<file path="src/rtl/exe_stage_pkg.sv">
// Shared execute-stage definitions: EXE_CMD encodings, status flag bit
// positions, bus widths, the EXE/MEM register payload and command helpers.
// Imported by the execute stage, its ALU and the control unit.
package exe_stage_pkg;

  localparam int unsigned DATA_W = 32;
  localparam int unsigned CMD_W  = 4;
  localparam int unsigned REG_W  = 4;
  localparam int unsigned IMM_W  = 24;
  localparam int unsigned NZCV_W = 4;

  // Status bit positions within {N,Z,C,V}
  localparam int unsigned FLAG_N = 3;
  localparam int unsigned FLAG_Z = 2;
  localparam int unsigned FLAG_C = 1;
  localparam int unsigned FLAG_V = 0;

  typedef enum logic [CMD_W-1:0] {
    CMD_NOP = 4'b0000,
    CMD_MOV = 4'b0001,
    CMD_ADD = 4'b0010,
    CMD_ADC = 4'b0011,
    CMD_SUB = 4'b0100,
    CMD_SBC = 4'b0101,
    CMD_AND = 4'b0110,
    CMD_ORR = 4'b0111,
    CMD_EOR = 4'b1000,
    CMD_MVN = 4'b1001
  } exe_cmd_e;

  // EXE/MEM pipeline register payload
  typedef struct packed {
    logic              valid;
    logic              wb_en;
    logic              mem_r_en;
    logic              mem_w_en;
    logic [REG_W-1:0]  dest;
    logic [DATA_W-1:0] alu_res;
    logic [DATA_W-1:0] st_val;
  } exe_mem_t;

  // Commands that produce a result and update N/Z when S is set
  function automatic logic cmd_defined(input logic [CMD_W-1:0] cmd);
    return cmd inside {CMD_MOV, CMD_MVN, CMD_ADD, CMD_ADC, CMD_SUB,
                       CMD_SBC, CMD_AND, CMD_ORR, CMD_EOR};
  endfunction

  // Commands that additionally update C/V
  function automatic logic cmd_arith(input logic [CMD_W-1:0] cmd);
    return cmd inside {CMD_ADD, CMD_ADC, CMD_SUB, CMD_SBC};
  endfunction

endpackage

</file>
<file path="src/rtl/exe_stage_alu.sv">
// Combinational ALU for the execute stage.
// Ports: a, b (operands), cmd (EXE_CMD), cin (current C flag);
//        result (32-bit result), nzcv (flags computed for this op; C/V are
//        only meaningful for arithmetic commands).
module alu
  import exe_stage_pkg::*;
(
  input  logic [DATA_W-1:0] a,
  input  logic [DATA_W-1:0] b,
  input  logic [CMD_W-1:0]  cmd,
  input  logic              cin,
  output logic [DATA_W-1:0] result,
  output logic [NZCV_W-1:0] nzcv
);

  logic [DATA_W:0] w_sum;
  logic            w_c;
  logic            w_v;
  logic            w_is_sub;

  // Subtraction is a + ~b + carry-in, so bit 32 is directly NOT borrow
  always_comb begin
    w_sum    = '0;
    w_is_sub = 1'b0;
    result   = '0;
    case (cmd)
      CMD_MOV: result = b;
      CMD_MVN: result = ~b;
      CMD_ADD: w_sum  = {1'b0, a} + {1'b0, b};
      CMD_ADC: w_sum  = {1'b0, a} + {1'b0, b} + (DATA_W+1)'(cin);
      CMD_SUB: begin
        w_sum    = {1'b0, a} + {1'b0, ~b} + (DATA_W+1)'(1'b1);
        w_is_sub = 1'b1;
      end
      CMD_SBC: begin
        w_sum    = {1'b0, a} + {1'b0, ~b} + (DATA_W+1)'(cin);
        w_is_sub = 1'b1;
      end
      CMD_AND: result = a & b;
      CMD_ORR: result = a | b;
      CMD_EOR: result = a ^ b;
      default: result = '0;
    endcase
    if (cmd_arith(cmd)) result = w_sum[DATA_W-1:0];
  end

  // Signed overflow: operands agree in sign (after negating b for subtract)
  // but the result sign differs
  always_comb begin
    w_c = cmd_arith(cmd) ? w_sum[DATA_W] : cin;
    w_v = 1'b0;
    if (cmd_arith(cmd)) begin
      if (w_is_sub)
        w_v = (a[DATA_W-1] != b[DATA_W-1]) && (result[DATA_W-1] != a[DATA_W-1]);
      else
        w_v = (a[DATA_W-1] == b[DATA_W-1]) && (result[DATA_W-1] != a[DATA_W-1]);
    end
  end

  assign nzcv = {result[DATA_W-1], (result == '0), w_c, w_v};

endmodule

</file>
<file path="src/rtl/exe_stage.sv">
// Execute stage: ALU, status register, branch target and EXE/MEM register.
// Ports: clk, rst (sync, active-high), freeze (hold), flush (squash);
//        ID-side controls/operands in; registered EXE/MEM fields and status
//        out; branch_taken/branch_addr combinational.
module exe_stage
  import exe_stage_pkg::*;
(
  input  logic              clk,
  input  logic              rst,
  input  logic              freeze,
  input  logic              flush,
  input  logic              in_valid,
  input  logic              wb_en_in,
  input  logic              mem_r_en_in,
  input  logic              mem_w_en_in,
  input  logic              b_in,
  input  logic              s_in,
  input  logic [CMD_W-1:0]  exe_cmd,
  input  logic [REG_W-1:0]  dest_in,
  input  logic [DATA_W-1:0] val_rn,
  input  logic [DATA_W-1:0] val2,
  input  logic [DATA_W-1:0] val_rm,
  input  logic [DATA_W-1:0] pc_in,
  input  logic [IMM_W-1:0]  imm24,
  output logic              valid,
  output logic              wb_en,
  output logic              mem_r_en,
  output logic              mem_w_en,
  output logic [REG_W-1:0]  dest,
  output logic [DATA_W-1:0] alu_res,
  output logic [DATA_W-1:0] st_val,
  output logic [NZCV_W-1:0] status,
  output logic              branch_taken,
  output logic [DATA_W-1:0] branch_addr
);

  exe_mem_t          r_ex;
  exe_mem_t          w_ex_load;
  logic [NZCV_W-1:0] r_status;
  logic [NZCV_W-1:0] w_status_nxt;
  logic              w_status_upd;
  logic [DATA_W-1:0] w_alu_res;
  logic [NZCV_W-1:0] w_alu_nzcv;

  alu u_alu (
    .a      (val_rn),
    .b      (val2),
    .cmd    (exe_cmd),
    .cin    (r_status[FLAG_C]),
    .result (w_alu_res),
    .nzcv   (w_alu_nzcv)
  );

  // Payload loaded on a normal edge; a bubble carries no enables
  always_comb begin
    w_ex_load          = '0;
    w_ex_load.valid    = in_valid;
    w_ex_load.wb_en    = in_valid & wb_en_in;
    w_ex_load.mem_r_en = in_valid & mem_r_en_in;
    w_ex_load.mem_w_en = in_valid & mem_w_en_in;
    w_ex_load.dest     = dest_in;
    w_ex_load.alu_res  = w_alu_res;
    w_ex_load.st_val   = val_rm;
  end

  // Logic ops and moves keep C/V; undefined commands touch nothing
  always_comb begin
    w_status_upd         = in_valid & s_in & cmd_defined(exe_cmd);
    w_status_nxt         = r_status;
    w_status_nxt[FLAG_N] = w_alu_nzcv[FLAG_N];
    w_status_nxt[FLAG_Z] = w_alu_nzcv[FLAG_Z];
    if (cmd_arith(exe_cmd)) begin
      w_status_nxt[FLAG_C] = w_alu_nzcv[FLAG_C];
      w_status_nxt[FLAG_V] = w_alu_nzcv[FLAG_V];
    end
  end

  // EXE/MEM register and status; priority rst > flush > freeze > load
  always_ff @(posedge clk) begin
    if (rst) begin
      r_ex     <= '0;
      r_status <= '0;
    end else if (flush) begin
      r_ex.valid    <= 1'b0;
      r_ex.wb_en    <= 1'b0;
      r_ex.mem_r_en <= 1'b0;
      r_ex.mem_w_en <= 1'b0;
    end else if (!freeze) begin
      r_ex <= w_ex_load;
      if (w_status_upd) r_status <= w_status_nxt;
    end
  end

  assign valid    = r_ex.valid;
  assign wb_en    = r_ex.wb_en;
  assign mem_r_en = r_ex.mem_r_en;
  assign mem_w_en = r_ex.mem_w_en;
  assign dest     = r_ex.dest;
  assign alu_res  = r_ex.alu_res;
  assign st_val   = r_ex.st_val;
  assign status   = r_status;

  // Branch resolves in this cycle; word offset sign-extended to 32 bits
  assign branch_taken = in_valid & b_in & ~freeze;
  assign branch_addr  = pc_in + {{(DATA_W-IMM_W-2){imm24[IMM_W-1]}}, imm24, 2'b00};

endmodule

</file>
<file path="config.mk">
export PLATFORM = sky130hd
export DESIGN_NAME = exe_stage
export DESIGN_NICKNAME = d
export VERILOG_FILES = /design/src/rtl/exe_stage_pkg.sv /design/src/rtl/exe_stage_alu.sv /design/src/rtl/exe_stage.sv
export SDC_FILE = /design/constraint.sdc
export NUM_CORES = 1
export LEC_CHECK = 0
export ABC_AREA = 1
export ABC_CLOCK_PERIOD_IN_PS = 3700
export CAP_MARGIN = 20
export CORE_MARGIN = 2
export CORE_UTILIZATION = 50
export DETAILED_ROUTE_END_ITERATION = 10
export GPL_ROUTABILITY_DRIVEN = 0
export PLACE_DENSITY = 0.8
export SLEW_MARGIN = 20
export SYNTH_ARGS = -nofsm -noshare
export SYNTH_HDL_FRONTEND = slang
export SYNTH_SLANG_ARGS = --single-unit
</file>
<file path="constraint.sdc">
create_clock -name clk -period 3.7 [get_ports clk]
set_clock_uncertainty 0.2 [all_clocks]
set_input_delay 0.74 -clock clk [delete_from_list [all_inputs] [get_ports clk]]
set_output_delay 0.74 -clock clk [all_outputs]
set_load 0.05 [all_outputs]
</file>
==> results by group, run 1 <==
Place
  – Setup slack after placement: -1.013 ns
  – DP HPWL: 55.28 mm
  – Placed cell areas: 22570 um^2
  – Port Buffers: 274

Yosys
  – Primary FF master, synth: dfxtp_1
  – Syn_nets: 3051
  – Asr flop ratio synth: 0%
  – Cells after Synth: 2740
  – Syn_area_per_cell: 5.465 um^2
  – Post-synthesis sequential area ratio: 10.16%
  – Synth top area share: 20.81%
  – Synth top area cells: nand2_1, ha_1, dfxtp_1
  – Dominant cell type by area after synthesis: nand2_1
  – Number of synthesized flops with an enable pin: 0
  – Synth warn: 0
  – Yosys cell types: 53
  – Cell area after synthesis: 14970 um^2
  – Synth Register Bits: 76

Die
  – Starting Density: 50.66%
  – FP Rows: 63
  – DIE HEIGHT: 177.1 um
  – IO Pins: 279
  – Die X: 177.1 um

GRT
  – Vias in the first global route: 27910
  – GRT Overall Usage: 63.82%
  – Total gr overflow: 130
  – Largest net degree at the start of global routing: 55
  – First-pass GRT wire length: 155.7 mm

Clock tree
  – H-tree depth: 3
  – Num CTS Buffers: 9
  – Clk root buf: clkbuf_16
  – Maximum clock path buffer count: 2
  – Hold buffers post-CTS: 0
  – Clock sink count: 76

Status
  – Err: [ERROR GRT-0116] Global routing finished with congestion. Check the congestion regions in the DRC Viewer.
  – Exit stage: 5_1_grt
  – Status: aborted with a tool error
per-layer routing:
| metal | overflow | track usage, % |
|---|---|---|
| met2 | 65 | 85.31 |
| met3 | 0 | 43.66 |
| met1 | 2 | 63.09 |
| met5 | 0 | 16.99 |
| met4 | 63 | 62.43 |
timing repair:
action                                  CTS
gates resized for setup                 644
buffers inserted                         71
endpoints found under the hold margin     0
pin swaps                               222
endpoints found under the setup margin   50
stage by stage:
step | hold WS, ns | cells
after CTS | 0.2699 | 3945
after detailed placement | 0.2617 | 3862
after global placement | 0.2425 | 3862
after floorplan | 0.3332 | 2740
logic make-up after synthesis:
kind of cell	count (synthesis)	synth area share, %
AOI/OAI and AO/OA	360	13.79
DFF	76	10.16
xor gates and xnor gates	33	1.930
buffers and inverters	484	13.19
and+or+nand+nor	1646	49.00
adders and majority gates	141	11.93
Yosys cell counts, types with 19 or more instances:
master    instances
nand2_1         830
inv_1           335
nor2_1          331
nand3_1         268
ha_1            138
o21ai_0         122
a21oi_1         110
dfxtp_1          76
nand2_2          68
inv_2            55
o22ai_1          52
nor2_2           38
nand4_1          32
clkbuf_1         31
xor2_1           25
buf_2            20
a211oi_1         19
nor2_4           19
==> run 2, diff against run 1 <==
- ABC_CLOCK_PERIOD_IN_PS: 3700 -> 4800
- CORE_UTILIZATION: 50 -> 40
- PLACE_DENSITY: 0.8 -> not set
- PLACE_DENSITY_LB_ADDON: not set -> 0.15
- clock period: 3.7 -> 4.8 ns (I/O delays scaled with it)
==> run 2 against run 1 <==
- the run now ends clean
- area after synthesis is the same
- synthesized cell count stayed put
==> results by group, run 2 <==
STA
  – Worst-Margin Slew: 0.8892 ns
  – Max-Slew Margin vs Limit: 40.72%
  – Final Max Tran Viols: 0
  – Tmin final: 4.666 ns
  – # setup viols final: 0
  – Sum Neg Setup Slack: 0 ns
  – Final period util: 97.21%
  – Final hold vios: 0
  – Fmax: 214.3 MHz

Clock tree
  – TritonCTS clock tree: yes
  – Clock sink count: 76 (unchanged)
  – Num CTS Buffers: 9 (unchanged)
  – Maximum clock path buffer count: 2 (unchanged)
  – Skew-Pair Late Insertion Delay: 0.33 ns
  – Hold buffers post-CTS: 0 (unchanged)
  – H-tree depth: 3 (unchanged)
  – Worst-path clk slew: 0.05 ns
  – Clk root buf: clkbuf_16

Critical path
  – Crit end category: primary output
  – WS Path Type: in -> out
  – Worst setup SP type: input pin
  – Req. time, crit path: 3.64 ns
  – Crit-path max FO: 7
  – Critical Path AT: 3.51 ns

Detailed routing
  – Vias per inst: 5.321
  – Detailed-route via count: 19640
  – Drt drc: 0
  – DR pass1 iterations: 8
  – Antenna-violating nets left: 0
  – Final WL: 62.82 mm
  – Iteration-0 DRC Markers: 1649
  – DR WL/cell: 17.02 um

Finish
  – Area Growth Syn to Fin: 38.92%
  – Design area: 20800 um^2
  – Final Util: 56.69%
  – Non-Filler Instances: 3692
  – Fin nets: 3530
  – Most common cell after layout, fill and taps aside: nand2_1
  – Share of cells above drive strength 1: 18.65%
  – Most frequent cells in the layout: nand2_1, inv_1, nor2_1

Yosys
  – Post-synthesis sequential area ratio: 10.16% (unchanged)
  – Number of synthesized flops with an enable pin: 0 (unchanged)
  – Dominant cell type by area after synthesis: nand2_1
  – Syn_area_per_cell: 5.465 um^2 (unchanged)
  – Yosys cell types: 53 (unchanged)
  – Synth top area cells: nand2_1, ha_1, dfxtp_1
  – Synth top area share: 20.81% (unchanged)
  – Synth Register Bits: 76 (unchanged)
  – Commonest cells post-synth: nand2_1, inv_1, nor2_1
  – Asr flop ratio synth: 0% (unchanged)
  – Count leader, synth: nand2_1
  – Synth warn: 0 (unchanged)
  – Cells after Synth: 2740 (unchanged)
  – Cell area after synthesis: 14970 um^2 (unchanged)
  – Syn_nets: 3051 (unchanged)
  – Primary FF master, synth: dfxtp_1

Die
  – IO Pins: 279 (unchanged)
  – DIE AREA: 39000 um^2
  – FP Rows: 70 (+11%)
  – Starting Density: 40.80% (-9.9 points)
  – Core area: 36700 um^2
  – Die X: 197.5 um (+12%)
  – DIE HEIGHT: 197.5 um (+12%)

GRT
  – Vias in the first global route: 18720
  – Initial antenna violation count: 0
  – First-pass GRT wire length: 96.92 mm
  – GRT Overall Usage: 31.23%
  – Largest net degree at the start of global routing: 83
  – Total gr overflow: 0

Power and ir drop
  – Leak: 10.82 nW
  – Tot Pwr: 4.261 mW
  – Power Dens Cells: 204.8 nW/um^2
  – Worst vdd ir: 0.1438 mV

Place
  – Placed Instances: 3667 (-5.0%)
  – Port Buffers: 274 (unchanged)
  – Placed cell areas: 20170 um^2 (-11%)
  – DP HPWL: 52.71 mm (-4.7%)

Min path
  – HP Class: reg -> reg

Run
  – Max_cap viols: 0

Status
  – Status: finished clean
==> run 2: stage by stage <==
step,hold WS (ns),worst slack (ns)
after detailed placement,0.2591,-0.3742
after global placement,0.2441,-0.2678
after global routing,0.2806,-0.03322
after CTS,0.2676,-0.03664
final,0.2696,0.1339
after floorplan,0.3313,-0.03983
==> run 2: area by class of cell <==
cell class,instances,area [um^2]
inverters,402,1523
fillers,3730,15900
multi-input cells,2180,11780
well taps,468,585.6
clock buffers,11,252.7
repair buffers,550,5111
clock inverters,4,25.02
flip-flops and latches,76,1521
diodes,1,2.502
==> run 2: routing by layer <==
metal	part of all wire, %	up-vias	global-route usage [%]
li1	-	9695	-
met1	40	8938	38.12
met2	47	844	53.81
met3	6.8	167	2.937
met4	6.3	0	17.49
met5	0	-	0
==> run 2: worst max-delay path, stage by stage <==
cell and delay [ns]:
clkdlybuf4s50_1 0.58, ha_1 0.51, a21oi_1 0.28, o21ai_0 0.12, a221oi_1 0.35, o41ai_2 0.15
buf_4 0.16, xor2_1 0.21, buf_12 0.17
==> run 2: kinds of logic after synthesis <==
family          after synthesis  synth area share (%)
compound gates              360                 13.79
xor+xnor                     33                 1.930
fa+ha+maj                   141                 11.93
buf+inv                     484                 13.19
flops                        76                 10.16
simple gates               1646                 49.00
==> run 2: report_power, final <==
part           total (mW)  internal (mW)  switching (mW)
logic                2.95           1.15            1.81
clock network       0.619          0.373           0.246
registers           0.689          0.671          0.0185
==> run 2: final timing paths <==
| check | start | endpoint | slack [ns] | depth (start not counted) |
|---|---|---|---|---|
| worst max register to register | status[1]$_SDFFE_PP0P_ | status[2]$_SDFFE_PP0P_ | 1.77 | 20 |
| worst min register to register | mem_w_en$_SDFFE_PP0N_ | mem_w_en$_SDFFE_PP0N_ | 0.27 | 2 |
| worst max-delay path | imm24[23] | branch_addr[30] | 0.13 | 9 |
| worst min-delay path | mem_w_en$_SDFFE_PP0N_ | mem_w_en$_SDFFE_PP0N_ | 0.27 | 2 |
==> run 2: repair_timing <==
item	4_1_cts	5_1_grt
gates resized for setup	24	52
endpoints found under the setup margin	13	18
gates cloned	0	0
setup buffers	2	7
pin swaps	15	20
Note: power is estimated with default switching activity, not from simulation.
==> run 3, diff against run 2 <==
- CORE_MARGIN: 2 -> 8
- CTS_BUF_LIST: not set -> sky130_fd_sc_hd__clkbuf_2 sky130_fd_sc_hd__clkbuf_4 sky130_fd_sc_hd__clkbuf_8
==> run 3 against run 2 <==
- register-to-register slack lost 0.04 ns
- utilization is 1.3 points lower
- sequential share of layout area is essentially flat
- critical endpoint is now branch_addr[28]
- total power fell by 1.5%
- maximum frequency shrank 0.64%
- die area rose by 13%
- setup slack worse by 0.030 ns
==> results by group, run 3 (synthesis results as in run 2) <==
Detailed routing
  – Drt drc: 0 (unchanged)
  – DR pass1 iterations: 6 (-2)
  – Final WL: 64.36 mm (+2.4%)
  – Antenna-violating nets left: 0 (unchanged)
  – Iteration-0 DRC Markers: 1976 (+20%)
  – Vias per inst: 5.318 (about the same)
  – Detailed-route via count: 19690 (+0.22%)
  – DR WL/cell: 17.39 um (+2.2%)

Critical path
  – Req. time, crit path: 3.64 ns (about the same)
  – Crit-path max FO: 2 (-5)
  – Critical Path AT: 3.54 ns (+0.03 ns)
  – WS Path Type: in -> out
  – Crit end category: primary output
  – Worst setup SP type: input pin

Run
  – Max_cap viols: 0 (unchanged)

Finish
  – Share of cells above drive strength 1: 18.62% (-0.029 points)
  – Most common cell after layout, fill and taps aside: nand2_1
  – Area Growth Syn to Fin: 38.04%
  – Fin nets: 3534 (+0.11%)
  – Antenna Cells: 0 (-1)
  – Final Util: 55.40% (-1.3 points)
  – Most frequent cells in the layout: nand2_1, inv_1, nor2_1

Clock tree
  – H-tree depth: 3 (unchanged)
  – Clk root buf: clkbuf_8
  – Skew-Pair Late Insertion Delay: 0.35 ns (+0.02 ns)
  – Maximum clock path buffer count: 2 (unchanged)
  – Num CTS Buffers: 9 (unchanged)
  – Clock sink count: 76 (unchanged)
  – TritonCTS clock tree: yes
  – Worst-path clk slew: 0.08 ns (+0.03 ns)
  – Hold buffers post-CTS: 0 (unchanged)

STA
  – Final period util: 97.84% (+0.63 points)
  – # setup viols final: 0 (unchanged)
  – Worst-Margin Slew: 0.9284 ns (+0.03919 ns)
  – Fmax: 212.9 MHz (-0.64%)
  – Final hold vios: 0 (unchanged)
  – Tmin final: 4.696 ns (+0.03028 ns)
  – Max-Slew Margin vs Limit: 38.01% (-2.7 points)
  – Min Hold Slack: 0.2689 ns (-0.0007030 ns)
  – Final Max Tran Viols: 0 (unchanged)

GRT
  – Initial antenna violation count: 1 (+1)
  – GRT Overall Usage: 27.88% (-3.4 points)
  – Largest net degree at the start of global routing: 55 (-34%)
  – Total gr overflow: 0 (unchanged)
  – First-pass GRT wire length: 99.42 mm (+2.6%)
  – Vias in the first global route: 18740 (+0.075%)

Power and ir drop
  – Power Dens Cells: 203.0 nW/um^2 (-0.89%)
  – Tot Pwr: 4.197 mW (-1.5%)
  – Leak: 10.75 nW (-0.62%)
  – Worst vdd ir: 0.1450 mV (+0.90%)

Die
  – Die X: 209.5 um (+6.1%)
  – Starting Density: 40.13% (-0.67 points)
  – DIE HEIGHT: 209.5 um (+6.1%)
  – FP Rows: 71 (+1.4%)
  – Core area: 37310 um^2 (+1.7%)
  – DIE AREA: 43880 um^2 (+13%)
  – IO Pins: 279 (unchanged)

Min path
  – HP Class: reg -> reg

Place
  – Port Buffers: 274 (unchanged)
  – DP HPWL: 54.09 mm (+2.6%)

Status
  – Status: finished clean
run 3: path summary, 6_finish.rpt:
| path | start | endpoint | slack, ns | cells after the start |
|---|---|---|---|---|
| worst max-delay path | imm24[0] | branch_addr[28] | 0.10 | 17 |
| worst max register to register | status[1]$_SDFFE_PP0P_ | status[2]$_SDFFE_PP0P_ | 1.73 | 18 |
| worst min register to register | wb_en$_SDFFE_PP0N_ | wb_en$_SDFFE_PP0N_ | 0.27 | 2 |
| worst min-delay path | wb_en$_SDFFE_PP0N_ | wb_en$_SDFFE_PP0N_ | 0.27 | 2 |
run 3: routing by layer:
layer  vias to the layer above  global-route usage [%]  share of wire [%]
li1                       9698                       -                  -
met1                      9014                   32.77                 40
met2                       805                   48.23                 47
met3                       171                   3.863                6.8
met4                         0                   15.70                6.3
met5                         -                       0                  0
run 3: worst max-delay path, stage by stage:
cell,delay (ns)
dlygate4sd2_1,0.20
ha_2,0.18
inv_2,0.04
fa_2,0.36
o21ai_2,0.18
nand2_1,0.07
nand2_1,0.08
a21oi_2,0.07
o21ai_2,0.15
a21oi_2,0.09
o21ai_2,0.16
a21boi_2,0.09
o21ai_2,0.19
a31oi_4,0.14
o21ai_2,0.21
xor2_2,0.20
buf_12,0.16
run 3: per-stage QoR:
stage	worst slack [ns]	std cells	setup TNS, ns	area, um^2
2_1_floorplan	-0.03983	2740	-0.03983	15000
3_3_place_gp	-0.2608	3665	-1.178	20070
3_5_place_dp	-0.2950	3665	-1.549	20070
4_1_cts	0.004857	3695	0	20460
5_1_grt	-0.05158	3702	-0.2018	20670
6_report	0.1036	3702	0	20670
run 3: area by class of cell:
type / count / area (um^2)
well taps: 474 / 593.1
multi-input cells: 2180 / 11730
flip-flops and latches: 76 / 1521
clock inverters: 6 / 93.84
inverters: 402 / 1523
repair buffers: 554 / 5077
clock buffers: 10 / 137.6
fillers: 3774 / 16640
run 3: power breakdown:
part | leakage [nW] | total, mW | switching, mW | internal [mW]
combinational | 10.0 | 2.95 | 1.81 | 1.14
clock | 0.113 | 0.556 | 0.245 | 0.312
sequential | 0.626 | 0.689 | 0.0189 | 0.670
run 3: repair_timing:
| action | 4_1_cts | 5_1_grt |
|---|---|---|
| resized for setup | 24 | 45 |
| setup endpoints to repair | 9 | 15 |
| setup buffers | 14 | 8 |
| pin swaps | 15 | 27 |
==> run 4, diff against run 3 <==
- SYNTH_HIERARCHICAL: not set -> 1
==> run 4 against run 3 <==
- count of clock-buffer cells in the layout did not move
- largest power group unchanged
- combinational power rose by 2%
- critical path type is now in -> reg
- routed wire length rose by 2.9%
- sequential share of layout area fell by 0.48 points
- register-to-register slack got worse by 0.22 ns
==> results by group, run 4 <==
Finish
  – Share of cells above drive strength 1: 20.10% (+1.5 points)
  – Most common cell after layout, fill and taps aside: nand2_1
  – Design area: 22130 um^2 (+7.1%)
  – Area Growth Syn to Fin: 42.03%
  – Non-Filler Instances: 4041 (+9.2%)
  – Antenna Cells: 0 (unchanged)
  – Most frequent cells in the layout: nand2_1, inv_1, buf_4
  – Final Util: 57.39% (+2.0 points)
  – Fin nets: 3829 (+8.3%)

Detailed routing
  – Detailed-route via count: 21060 (+6.9%)
  – Vias per inst: 5.210 (-2.0%)
  – Antenna-violating nets left: 0 (unchanged)
  – DR pass1 iterations: 6 (unchanged)
  – DR WL/cell: 16.39 um (-5.7%)
  – Drt drc: 0 (unchanged)
  – Final WL: 66.23 mm (+2.9%)
  – Iteration-0 DRC Markers: 1955 (-1.1%)

Critical path
  – WS Path Type: in -> reg
  – Req. time, crit path: 4.88 ns (+1.24 ns)
  – Crit-path max FO: 6 (+4)
  – Worst setup SP type: input pin
  – Critical Path AT: 4.71 ns (+1.17 ns)
  – Crit end category: register

Clock tree
  – Clock sink count: 76 (unchanged)
  – Skew-Pair Late Insertion Delay: 0.35 ns (about the same)
  – Clk root buf: clkbuf_8
  – Hold buffers post-CTS: 0 (unchanged)
  – Num CTS Buffers: 9 (unchanged)
  – Maximum clock path buffer count: 2 (unchanged)
  – TritonCTS clock tree: yes
  – H-tree depth: 3 (unchanged)
  – Worst-path clk slew: 0.08 ns (about the same)

STA
  – Tmin final: 4.636 ns (-0.06038 ns)
  – Worst Slack Setup Final: 0.1640 ns (+0.06038 ns)
  – Max-Slew Margin vs Limit: 45.95% (+7.9 points)
  – Final Max Tran Viols: 0 (unchanged)
  – # setup viols final: 0 (unchanged)
  – Final hold vios: 0 (unchanged)
  – Worst-Margin Slew: 0.8059 ns (-0.1225 ns)
  – Final period util: 96.58% (-1.3 points)
  – Fmax: 215.7 MHz (+1.3%)

Die
  – DIE AREA: 45520 um^2 (+3.7%)
  – Core area: 38560 um^2 (+3.3%)
  – FP Rows: 72 (+1.4%)
  – IO Pins: 279 (unchanged)
  – Starting Density: 40.41% (+0.27 points)
  – DIE HEIGHT: 213.4 um (+1.8%)
  – Die X: 213.4 um (+1.8%)

Yosys
  – Asr flop ratio synth: 0% (unchanged)
  – Count leader, synth: nand2_1
  – Synth Register Bits: 76 (unchanged)
  – Post-synthesis sequential area ratio: 9.765% (-0.39 points)
  – Syn_nets: 3244 (+6.3%)
  – Number of synthesized flops with an enable pin: 0 (unchanged)
  – Commonest cells post-synth: nand2_1, inv_1, nor2_1
  – Yosys cell types: 45 (-15%)
  – Synth top area cells: nand2_1, ha_1, inv_1
  – Cells after Synth: 2933 (+7.0%)
  – Cell area after synthesis: 15580 um^2 (+4.0%)
  – Synth top area share: 22.62% (+1.8 points)
  – Dominant cell type by area after synthesis: nand2_1
  – Primary FF master, synth: dfxtp_1
  – Syn_area_per_cell: 5.312 um^2 (-2.8%)
  – Synth warn: 6 (+6)

Place
  – Placed Instances: 4014 (+9.5%)
  – Placed cell areas: 21410 um^2 (+6.6%)
  – DP HPWL: 56.30 mm (+4.1%)
  – Setup slack after placement: -0.3383 ns (-0.04331 ns)
  – Port Buffers: 274 (unchanged)

Power and ir drop
  – Leak: 11.97 nW (+11%)
  – Worst vdd ir: 0.1495 mV (+3.1%)
  – Power Dens Cells: 192.0 nW/um^2 (-5.4%)

Status
  – Status: finished clean

GRT
  – Vias in the first global route: 19740 (+5.4%)
  – Total gr overflow: 0 (unchanged)
  – Initial antenna violation count: 0 (-1)
  – GRT Overall Usage: 27.83% (-0.047 points)
  – First-pass GRT wire length: 102.6 mm (+3.2%)
  – Largest net degree at the start of global routing: 74 (+35%)

Run
  – Max_cap viols: 0 (unchanged)

Min path
  – HP Class: reg -> reg
-- run 4: cell count changes after synthesis, moves of 14 or more --
| cell | before | now |
|---|---|---|
| inv_1 | 335 | 448 |
| nand2_1 | 830 | 939 |
| a21oi_1 | 110 | 79 |
| nor2_1 | 331 | 361 |
| inv_2 | 55 | 30 |
| nand3_1 | 268 | 286 |
| nor3_1 | 13 | 27 |
-- run 4: metrics by stage --
| step | hold slack (ns) | TNS, ns | power [mW] |
|---|---|---|---|
| floorplan | 0.4622 | 0 | 2.354 |
| global placement | 0.2519 | -1.160 | 3.565 |
| finish | 0.2686 | 0 | 4.248 |
| global route | 0.2926 | -0.07513 | 4.540 |
| detailed placement | 0.2567 | -1.271 | 3.603 |
| CTS | 0.2678 | 0 | 4.151 |
-- run 4: worst paths after layout --
path / startpoint / end / slack (ns) / cells past startpoint
min: mem_w_en$_SDFFE_PP0N_ / mem_w_en$_SDFFE_PP0N_ / 0.27 / 2
min reg2reg: mem_w_en$_SDFFE_PP0N_ / mem_w_en$_SDFFE_PP0N_ / 0.27 / 2
max: val_rn[18] / status[2]$_SDFFE_PP0P_ / 0.16 / 27
max reg2reg: status[1]$_SDFFE_PP0P_ / status[2]$_SDFFE_PP0P_ / 1.51 / 22
-- run 4: per-layer routing --
metal	share of wire, %	up-vias	track usage [%]
li1	-	10390	-
met1	41	9593	34.04
met2	46	870	47.54
met3	6.6	203	3.552
met4	6.0	0	14.18
met5	0	-	0
-- run 4: cell type report --
cell class / count / area (um^2)
fill: 3974 / 16430
multi-input combinational: 2289 / 12150
timing repair buffer: 657 / 5758
inverter: 485 / 1828
sequential: 76 / 1521
tap: 518 / 648.1
clock buffer: 10 / 131.4
clock inverter: 6 / 88.84
-- run 4: logic make-up (layout without fill, tap and decap cells) --
family | after synthesis | in the layout | synth area share, %
AOI/OAI and AO/OA | 311 | 311 | 11.37
and+or+nand+nor | 1819 | 1819 | 51.44
xor gates and xnor gates | 18 | 18 | 1.012
adders and majority gates | 141 | 141 | 11.47
DFF | 76 | 76 | 9.766
buffers and inverters | 568 | 1158 | 14.95
-- run 4: critical path: stages --
cell and delay [ns]:
clkdlybuf4s50_1 0.49, inv_1 0.05, ha_1 0.39, nor2_2 0.23
nand2_1 0.16, nor2_2 0.24, nand3_1 0.21, nand3_1 0.16
nand2_1 0.06, nand2_1 0.13, buf_4 0.13, nand2_1 0.10
inv_2 0.10, nand2_1 0.10, nor2_2 0.14, nand3_1 0.10
nand3_1 0.10, nand2_1 0.05, inv_1 0.05, nand2_1 0.05
nor2_2 0.15, nand2_1 0.07, nor2_1 0.09, nand2_1 0.08
nor2_1 0.08, o21ai_0 0.09, a21oi_1 0.14
-- run 4: power breakdown --
part / leakage (nW) / switching [mW] / total (mW) / internal, mW
logic: 11.2 / 1.83 / 3.02 / 1.19
registers: 0.626 / 0.0183 / 0.688 / 0.670
clock network: 0.106 / 0.241 / 0.540 / 0.298
-- run 4: repair_timing --
item / CTS / global route
endpoints found under the setup margin: 1 / 13
pin swaps: 0 / 19
setup buffers: 0 / 11
resized for setup: 1 / 109
